## src/rtl/development_stage_tracker.sv

```systemverilog
// -----------------------------------------------------------------------------
// development_stage_tracker
//
// Purpose:
//   Debounces the raw 2-bit development stage into a committed stage. The raw
//   stage is the top bits of a level that can hover on a boundary, so a new
//   value must persist for HOLD_TICKS qualifying ticks before it is committed.
//   Upward movement advances one stage per commit and raises a one-cycle
//   milestone pulse. A downward commit may drop several stages at once and
//   sets a sticky regressed flag.
//
// Optional feature (macro STAGE_TRACKER_LOCK_EN):
//   When defined, every commit enters a LOCK state for LOCK_TICKS ticks,
//   during which raw input changes are ignored.
//
// Ports:
//   clk               in   system clock, rising edge
//   rst               in   synchronous active-high reset
//   tick              in   one-cycle time-base strobe
//   development_stage in   raw stage [1:0]
//   clear_regress     in   clears the sticky regressed flag
//   stage             out  committed, debounced stage [1:0]
//   milestone         out  one-cycle pulse on every upward commit
//   regressed         out  sticky flag, set on any downward commit
//   qualifying        out  high while a candidate stage is being qualified
//   stage_age         out  saturating tick count since the last commit
// -----------------------------------------------------------------------------
module development_stage_tracker #(
  parameter int HOLD_TICKS = 4,
  parameter int AGE_W      = 8,
  parameter int LOCK_TICKS = 8
) (
  input  logic             clk,
  input  logic             rst,
  input  logic             tick,
  input  logic [1:0]       development_stage,
  input  logic             clear_regress,
  output logic [1:0]       stage,
  output logic             milestone,
  output logic             regressed,
  output logic             qualifying,
  output logic [AGE_W-1:0] stage_age
);

  typedef enum logic [1:0] {
    ST_STABLE = 2'd0,
    ST_QUAL   = 2'd1,
    ST_LOCK   = 2'd2
  } state_t;

  localparam logic [3:0]       HOLD_LAST = 4'(HOLD_TICKS - 1);
  localparam logic [AGE_W-1:0] AGE_MAX   = '1;

  // Visible FSM state; checkers may bind to this signal.
  state_t     state;
  logic [1:0] cand;
  logic [3:0] cnt;
  logic [1:0] target;
  logic       commit;

`ifdef STAGE_TRACKER_LOCK_EN
  logic [7:0] lock_cnt;
`else
  logic [7:0] unused_lock_ticks;
  assign unused_lock_ticks = 8'(LOCK_TICKS);
`endif

  // Upward moves are limited to a single step; drops go straight to the raw
  // value. development_stage > stage implies stage < 3, so stage+1 never wraps.
  always_comb begin
    target = development_stage;
    if (development_stage > stage) target = stage + 2'd1;
  end

  // Commit happens on the tick that completes HOLD_TICKS of persistence,
  // provided neither of the higher-priority QUAL rules applies this cycle.
  always_comb begin
    commit = (state == ST_QUAL) && (development_stage != stage) &&
             (target == cand) && tick && (cnt == HOLD_LAST);
  end

  always_ff @(posedge clk) begin
    if (rst) begin
      state      <= ST_STABLE;
      cand       <= 2'd0;
      cnt        <= 4'd0;
      stage      <= 2'd0;
      milestone  <= 1'b0;
      regressed  <= 1'b0;
      qualifying <= 1'b0;
      stage_age  <= '0;
`ifdef STAGE_TRACKER_LOCK_EN
      lock_cnt   <= 8'd0;
`endif
    end else begin
      milestone <= 1'b0;

      // Set beats clear when both land on the same edge.
      if (commit && (cand < stage)) regressed <= 1'b1;
      else if (clear_regress)       regressed <= 1'b0;

      // Commit beats the tick increment.
      if (commit)                              stage_age <= '0;
      else if (tick && (stage_age != AGE_MAX)) stage_age <= stage_age + 1'b1;

      case (state)
        ST_STABLE: begin
          // Entry cycle: tick does not count toward qualification.
          if (development_stage != stage) begin
            cand       <= target;
            cnt        <= 4'd0;
            state      <= ST_QUAL;
            qualifying <= 1'b1;
          end
        end

        ST_QUAL: begin
          if (development_stage == stage) begin
            cnt        <= 4'd0;
            state      <= ST_STABLE;
            qualifying <= 1'b0;
          end else if (target != cand) begin
            cand <= target;
            cnt  <= 4'd0;
          end else if (commit) begin
            stage      <= cand;
            milestone  <= (cand > stage);
            cnt        <= 4'd0;
            qualifying <= 1'b0;
`ifdef STAGE_TRACKER_LOCK_EN
            state      <= ST_LOCK;
            lock_cnt   <= 8'(LOCK_TICKS - 1);
`else
            state      <= ST_STABLE;
`endif
          end else if (tick) begin
            cnt <= cnt + 4'd1;
          end
        end

`ifdef STAGE_TRACKER_LOCK_EN
        ST_LOCK: begin
          // Refractory period: raw input is ignored until the counter expires.
          if (tick) begin
            if (lock_cnt == 8'd0) state    <= ST_STABLE;
            else                  lock_cnt <= lock_cnt - 8'd1;
          end
        end
`endif

        default: begin
          state      <= ST_STABLE;
          qualifying <= 1'b0;
          cnt        <= 4'd0;
        end
      endcase
    end
  end

endmodule

```

## config.mk

```make
export PLATFORM = sky130hd
export DESIGN_NAME = development_stage_tracker
export DESIGN_NICKNAME = d
export VERILOG_FILES = /design/src/rtl/development_stage_tracker.sv
export SDC_FILE = /design/constraint.sdc
export NUM_CORES = 1
export LEC_CHECK = 0
export BUFFER_PORTS_ARGS = -buffer_cell sky130_fd_sc_hd__buf_2
export CORE_MARGIN = 1.5
export CORE_UTILIZATION = 55
export CTS_CLUSTER_DIAMETER = 200
export DETAILED_ROUTE_END_ITERATION = 8
export PLACE_DENSITY = 0.79
export SKIP_LAST_GASP = 1
export SLEW_MARGIN = 15
export SYNTH_ARGS = -nofsm -noshare
export SYNTH_HDL_FRONTEND = slang
export SYNTH_SLANG_ARGS = --single-unit
```

## constraint.sdc

```tcl
create_clock -name clk -period 6.85 [get_ports clk]
set_clock_uncertainty 0.2 [all_clocks]
set_input_delay 0 -clock clk [delete_from_list [all_inputs] [get_ports clk]]
set_output_delay 0 -clock clk [all_outputs]
set_load 0.01 [all_outputs]
```

==> results.txt, run 1 <==
----------------------------------------------------
[Drt]
  Total length of routed wires ... slightly above 2 mm
  Post-DRT Antenna Nets ... 0
  Routed metal-1 wirelength ... approximately 960 um
  Router iterations before antenna repair ... 4
  Post-detailed-route DRC marker count ... 0
  Detail-routed net length per standard cell ... approximately 12 um
  Via total after detailed routing ... 903
  Wire length on met3 ... a little over 80 um
  Highest metal layer used by the detailed router ... met4
  Routed via count divided by cell count ... around 5.4
  Met2 wire length ... 1.00 mm
  DRT iter0 DRCs ... 16

[Synthesis]
  Syn Inst Count ... between 100 and 150
  Share of synthesized registers carrying an async set or reset ... 0
  Most used flip-flop cell after synthesis ... sky130_fd_sc_hd__dfxtp_1
  Avg Inst Size Synth ... 9.04 um2
  Mapped Nets ... ~130
  Most repeated cell in the gate-level netlist after synthesis ... sky130_fd_sc_hd__dfxtp_1
  Total of flip-flops plus latches after synthesis ... 19
  Synth top area share ... 0.351
  Fraction of the yosys area taken by sequential cells ... 0.351
  Netlist area before placement ... between 1000 and 1500 um2
  Warnings, synthesis ... 0
  Count of cell types in the netlist ... between 40 and 50
  EDFF count, synth ... 0
  Top cells by count, synth ... sky130_fd_sc_hd__dfxtp_1 (19), sky130_fd_sc_hd__nor2_1 (17), sky130_fd_sc_hd__inv_1 (7), sky130_fd_sc_hd__nand2_1 (7)
  Dominant cell type by area after synthesis ... sky130_fd_sc_hd__dfxtp_1
  Biggest area contributors in the synthesized netlist ... sky130_fd_sc_hd__dfxtp_1 (35%), sky130_fd_sc_hd__ha_1 (6.9%), sky130_fd_sc_hd__nor2_1 (5.9%)

[Floorplanning]
  Total die area ... 2250 um2
  # IOs ... 19
  Placeable core region ... about 1800 um2
  Effective utilization at floorplan ... 0.608
  Height of the chip ... between 40 and 50 um
  Die outline width ... around 47 um
  Site Rows ... 15

[Power and ir drop]
  Total chip power ... 196 uW
  Maximum ir drop on the vdd rail ... approximately 0.12 mV
  Leakage power ... about 0.52 nW
  Pwr dens ... 158 nW/um2

[Place]
  Count of buffers inserted at the top-level ports ... 18
  Area after DPL ... around 1200 um2
  Number of cells in the design after placement ... between 150 and 200
  Detailed Place HPWL ... ~1.6 mm
  Worst slack after detailed placement ... slightly above 4000 ps
  Routability-driven placement congestion ratio ... between 0.8 and 0.9

[Timing]
  Setup slack after layout ... 3580 ps
  Sum Neg Setup Slack ... 0 ps
  Fmax ... between 300 and 400 MHz
  Fin Hold WS ... about 130 ps
  Time the final worst path needs with I/O delays and setup ... 3270 ps
  Unrepaired setup endpoints after global routing ... false
  Final-report setup violation count ... 0
  Pin slew with the least headroom to its limit ... between 400 and 500 ps
  Period utilization ... 0.478
  Max-slew headroom ... 0.694
  Final Max Tran Viols ... 0
  Count of final hold-check violations ... 0

[Layout]
  Share of the core filled with cells in the final layout ... 0.698
  Final design area excluding fillers ... between 1000 and 1500 um2
  Fillers ... 160
  Share of cells above drive strength 1 ... 0.204
  Area growth, synth to finish ... 14.6%
  Non-filler instance count after layout ... between 150 and 200
  Nets ... between 150 and 200
  Number of antenna cells inserted ... 0

[Clock tree]
  Clock input transition at the sequential cells of the worst setup and hold paths ... between 100 and 150 ps
  Root Buffer ... sky130_fd_sc_hd__clkbuf_4
  Post-CTS resize count ... 0
  Clock tree from TritonCTS ... built
  H-tree Lvls ... 1
  Number of setup buffers added after CTS ... 0
  Number of buffers between clock root and the deepest sink ... 2
  Number of buffers created by CTS ... 3
  Clk_lat worst skew ... 290 ps
  Clock sink count ... 19

[Global routing]
  Global-route wire length before repair ... 3.21 mm
  Via count of the first global-routing pass ... between 700 and 800
  Initial antenna violation count ... 0
  Pin count of the biggest net entering global routing ... 12
  Overall global routing resource usage ... 0.205
  Total grt overflow ... 0

[Critical path]
  Startpoint of the most critical setup path ... stage[1]$_SDFFE_PP0P_
  Critical Path AT ... 3300 ps
  Crit path kind ... reg -> reg
  Crit path required time ... approximately 6900 ps
  Kind of capture point of the worst setup path ... flop
  Critical path cell sequence ... inv_1 > ha_1 > nor2b_4 > or3_1 > a31oi_1 > or4b_1 > nand2b_4 > a21oi_2 > dlygate4sd3_1
  Cell with the largest stage delay on the worst path ... sky130_fd_sc_hd__or4b_1
  Kind of launch point of the worst setup path ... flop
  R2r worst-path depth ... 9
  Largest stage delay, worst path ... roughly 600 ps
  Setup slack on the worst flop-to-flop path ... 3580 ps
  Critical path fanouts, max ... 5
  Crit Reg-Reg Startpoint ... stage[1]$_SDFFE_PP0P_
  RR Endpoint ... regressed$_SDFFE_PP0P_

[Min path]
  Hold path startpoint ... development_stage[0]
  Cell depth of the worst hold path ... 5
  Hold-critical path endpoint ... cand[0]$_SDFFE_PP0P_
  Hold WC Path Type ... in -> reg

[Status]
  Result of the run ... finished, final reports clean

[Job]
  Max_cap viols ... 0

----------------------------------------------------
## registers in the layout, indices dropped and copies added (netlist names)
register    count
milestone       1
stage_age       8
regressed       1
cand            2
cnt             4
qualifying      1
stage           2
## power by group
| group | total [mW] | internal, mW | leakage, nW | switching [mW] |
|---|---|---|---|---|
| logic | 0.0251 | 0.0109 | 0.347 | 0.0142 |
| registers | 0.116 | 0.113 | 0.154 | 0.00308 |
| clock network | 0.0552 | 0.0217 | 0.0177 | 0.0335 |
| total | 0.196 | 0.146 | 0.519 | 0.0508 |
## how the worst max path moves through the flow
stage | endpoint | cells after the start
final | regressed$_SDFFE_PP0P_ | 9
after global routing | regressed$_SDFFE_PP0P_ | 9
after CTS | regressed$_SDFFE_PP0P_ | 9
after detailed placement | stage_age[6]$_SDFFE_PP0P_ | 8
after global placement | stage_age[6]$_SDFFE_PP0P_ | 8
after floorplan | stage_age[2]$_SDFFE_PP0P_ | 10
## repair_timing
action                                 in CTS  in global routing
setup endpoints to repair                   0                  0
hold buffers                                4                  0
endpoints found under the hold margin      10                  0
## critical path, delay by kind of cell (launching register included)
kind / cells / cell delay (ps)
buffers and inverters: 2 / 660
AND/OR/NAND/NOR: 4 / 1310
AO/OA/AOI/OAI: 2 / 300
flip-flops: 1 / 420
adder cells (fa/ha/maj): 1 / 320
## cells by family after synthesis
| logic type | count (synthesis) | synth area share |
|---|---|---|
| and+or+nand+nor | 52 | 0.270 |
| AOI/OAI and AO/OA | 20 | 0.158 |
| DFF | 19 | 0.351 |
| buffers and inverters | 11 | 0.0519 |
| xor gates and xnor gates | 9 | 0.0727 |
| adders and majority gates | 6 | 0.0692 |
| muxes | 3 | 0.0277 |
## cells in the final DEF, fill, tap and decap left out, types with 3 or more instances in the layout
| master | Yosys | routed |
|---|---|---|
| sky130_fd_sc_hd__buf_2 | 0 | 18 |
| sky130_fd_sc_hd__clkbuf_4 | 0 | 3 |
| sky130_fd_sc_hd__dfxtp_1 | 19 | 19 |
| sky130_fd_sc_hd__dlygate4sd3_1 | 0 | 4 |
| sky130_fd_sc_hd__ha_1 | 6 | 6 |
| sky130_fd_sc_hd__inv_1 | 7 | 7 |
| sky130_fd_sc_hd__mux2i_1 | 3 | 3 |
| sky130_fd_sc_hd__nand2_1 | 7 | 7 |
| sky130_fd_sc_hd__nand3_1 | 4 | 4 |
| sky130_fd_sc_hd__nor2_1 | 17 | 17 |
| sky130_fd_sc_hd__o21ai_0 | 3 | 3 |
| sky130_fd_sc_hd__o2bb2ai_1 | 3 | 3 |
| sky130_fd_sc_hd__or3_1 | 3 | 3 |
| sky130_fd_sc_hd__xnor2_1 | 6 | 6 |
| sky130_fd_sc_hd__xor2_1 | 3 | 3 |
## area by class of cell
class	instances	area (um2)	area share
clock inverters	1	5.00	0.00402
inverters	7	26.3	0.0211
clock buffers	3	22.5	0.0181
repair buffers	22	130	0.105
flip-flops and latches	19	380	0.306
well taps	25	31.3	0.0252
multi-input cells	90	648	0.521
## per-layer routing
layer | global-route usage | vias up
met3 | 0.0340 | 4
met5 | 0 | -
met2 | 0.346 | 23
met1 | 0.245 | 412
met4 | 0.117 | 0
li1 | - | 464
No activity file was read; power rests on OpenSTA's default activity.
==> run 2: changes to the inputs <==
ABC_AREA = 1   (was not set)
PLACE_DENSITY = 0.78   (was 0.79)
clock period = 3.35 ns   (was 6.85 ns; I/O delays follow)
==> run 2 against run 1 <==
Sequential share of layout area shrank 3.7 points. Setup slack lost 2700 ps. Hold slack improved by 98 ps. Synthesized cell count is 43% higher. Area after synthesis increased by 12%. Routed wire length rose by 19%. Die area grew 11%. Critical endpoint unchanged. Largest cell class unchanged. Highest routed layer unchanged.
==> results.txt, run 2 <==
----------------------------------------------------
[Synthesis]
  Synth top area share ... 0.313
  EDFF count, synth ... 0
  Most repeated cell in the gate-level netlist after synthesis ... sky130_fd_sc_hd__nand2_1
  Count of cell types in the netlist ... 21
  Top cells by count, synth ... sky130_fd_sc_hd__nand2_1 (36), sky130_fd_sc_hd__nor2_1 (23), sky130_fd_sc_hd__inv_1 (22), sky130_fd_sc_hd__dfxtp_1 (19), sky130_fd_sc_hd__nand3_1 (14)
  Syn Inst Count ... ~170
  Netlist area before placement ... about 1200 um2
  Dominant cell type by area after synthesis ... sky130_fd_sc_hd__dfxtp_1
  Most used flip-flop cell after synthesis ... sky130_fd_sc_hd__dfxtp_1
  Warnings, synthesis ... 0
  Biggest area contributors in the synthesized netlist ... sky130_fd_sc_hd__dfxtp_1 (31%), sky130_fd_sc_hd__nand2_1 (11%), sky130_fd_sc_hd__nor2_1 (7.1%)
  Fraction of the yosys area taken by sequential cells ... 0.313
  Total of flip-flops plus latches after synthesis ... 19
  Mapped Nets ... between 150 and 200
  Avg Inst Size Synth ... between 7 and 8 um2
  Share of synthesized registers carrying an async set or reset ... 0

[Layout]
  Commonest cells after routing, fill and taps aside ... sky130_fd_sc_hd__nand2_1 (36), sky130_fd_sc_hd__nor2_1 (23), sky130_fd_sc_hd__inv_1 (22)
  Largest register FFs ... 8
  Number of antenna cells inserted ... 0
  Largest registers ... stage_age: 8 flops, cnt: 4 flops
  Commonest non-fill, non-tap cell in the layout ... sky130_fd_sc_hd__nand2_1
  Largest register by flop count ... stage_age
  Area growth, synth to finish ... 16.5%
  Final design area excluding fillers ... between 1000 and 1500 um2
  Share of cells above drive strength 1 ... 0.227
  Nets ... 211

[Power and ir drop]
  Leakage power ... around 0.69 nW
  Pwr dens ... between 300 and 400 nW/um2
  Maximum ir drop on the vdd rail ... between 0.2 and 0.25 mV

[Critical path]
  Crit path kind ... reg -> reg
  Most frequent CP cell ... sky130_fd_sc_hd__nand2_2
  Cell with the largest stage delay on the worst path ... sky130_fd_sc_hd__dlygate4sd3_1
  Critical path fanouts, max ... 7
  Kind of capture point of the worst setup path ... flop
  Kind of launch point of the worst setup path ... flop
  Largest stage delay, worst path ... about 550 ps
  Crit path required time ... roughly 3400 ps
  Critical path cell sequence ... inv_1 > ha_1 > nand2_2 > nand3_1 > nand3_2 > nand2_2 > nor2_4 > nand4_1 > a21oi_1 > dlygate4sd3_1
  Critical Path AT ... 2520 ps

[Timing]
  Final Max Tran Viols ... 0
  Max-slew headroom ... 0.768
  Pin slew with the least headroom to its limit ... 347 ps
  Unrepaired setup endpoints after global routing ... false
  Fmax ... between 400 and 500 MHz
  Time the final worst path needs with I/O delays and setup ... approximately 2500 ps
  Sum Neg Setup Slack ... 0 ps
  Count of final hold-check violations ... 0
  Final-report setup violation count ... 0
  Period utilization ... 0.738

[Drt]
  Via total after detailed routing ... approximately 1100
  Total length of routed wires ... around 2.5 mm
  Routed via count divided by cell count ... around 5.1
  Post-DRT Antenna Nets ... 0
  DRT iter0 DRCs ... 29
  Detail-routed net length per standard cell ... 11.0 um
  Post-detailed-route DRC marker count ... 0
  Router iterations before antenna repair ... 4

[Clock tree]
  Number of setup buffers added after CTS ... 0
  Clk_lat worst skew ... around 290 ps
  H-tree Lvls ... 1
  Root Buffer ... sky130_fd_sc_hd__clkbuf_4
  Clock input transition at the sequential cells of the worst setup and hold paths ... 110 ps
  Number of buffers created by CTS ... 3
  Clock sink count ... 19
  Number of buffers between clock root and the deepest sink ... 2
  CTS Hold Buffers Added ... 5
  Post-CTS resize count ... 0
  Clock tree from TritonCTS ... built

[Floorplanning]
  Total die area ... 2500 um2
  # IOs ... 19
  Placeable core region ... slightly above 2000 um2
  Effective utilization at floorplan ... 0.600
  Site Rows ... 16
  Die outline width ... roughly 50 um
  Height of the chip ... around 50 um

[Global routing]
  Pin count of the biggest net entering global routing ... 11
  Initial antenna violation count ... 0
  Via count of the first global-routing pass ... between 1000 and 1500
  Total grt overflow ... 0
  Overall global routing resource usage ... 0.226
  Global-route wire length before repair ... approximately 4.5 mm

[Place]
  Count of buffers inserted at the top-level ports ... 18
  Routability-driven placement congestion ratio ... slightly below 0.9
  Detailed Place HPWL ... roughly 1.9 mm
  Area after DPL ... 1340 um2

[Status]
  Result of the run ... finished, final reports clean

[Min path]
  Hold WC Path Type ... in -> reg

[Job]
  Max_cap viols ... 0

----------------------------------------------------
==> run 2: power breakdown <==
part	internal (mW)	switching (mW)	total, mW
combinational	0.0327	0.0542	0.0869
clock	0.0463	0.0690	0.115
sequential	0.234	0.00810	0.242
total	0.313	0.131	0.444
==> run 2: area by class of cell <==
| cell class | instances | area (um2) |
|---|---|---|
| clock buffer | 4 | 26.3 |
| tap | 27 | 33.8 |
| inverter | 25 | 93.8 |
| multi-input combinational | 127 | 739 |
| timing repair buffer | 23 | 140 |
| sequential | 19 | 380 |
| fill | 182 | 608 |
==> run 2: through the flow <==
stage / setup slack (ps) / total power, mW / utilization / hold WS, ps / std cells
finish: 878 / 0.444 / 0.699 / 229 / 225
floorplan: 1410 / 0.309 / - / -131 / 171
CTS: 905 / 0.448 / 0.699 / 220 / 225
detailed placement: 1310 / 0.330 / 0.662 / 1.22 / 216
global route: 757 / 0.474 / 0.699 / 230 / 225
global placement: 1370 / 0.326 / 0.662 / -6.62 / 216
==> run 2: cell families (layout without fill, tap and decap cells) <==
kind of cell	after synthesis	after routing	share of synthesized area
buf+inv	25	52	0.0773
flops	19	19	0.313
simple gates	103	103	0.455
fa+ha+maj	6	6	0.0619
xor+xnor	6	6	0.0433
compound gates	12	12	0.0495
==> run 2: metal layers <==
layer | GRT usage | routed length, um | vias to the layer above
met1 | 0.260 | 1110 | 522
met2 | 0.433 | 1270 | 16
met4 | 0.0602 | 15 | 0
met5 | 0 | 0 | -
li1 | - | - | 598
met3 | 0.0273 | 62 | 3
==> run 2: worst paths after layout <==
| path | from | end | slack, ps | cells after the start |
|---|---|---|---|---|
| setup reg to reg | stage[1]$_SDFFE_PP0P_ | regressed$_SDFFE_PP0P_ | 880 | 10 |
| hold / removal | rst | cand[1]$_SDFFE_PP0P_ | 230 | 3 |
| hold reg to reg | stage_age[5]$_SDFFE_PP0P_ | stage_age[5]$_SDFFE_PP0P_ | 310 | 2 |
| setup / recovery | stage[1]$_SDFFE_PP0P_ | regressed$_SDFFE_PP0P_ | 880 | 10 |
==> run 2: worst max-delay path: cells and delay by family (launching register included) <==
family                     cells  cell delay [ps]
AOI/OAI and AO/OA              1              140
DFF                            1              360
adders and majority gates      1              320
buffers and inverters          2              640
and+or+nand+nor                6              770
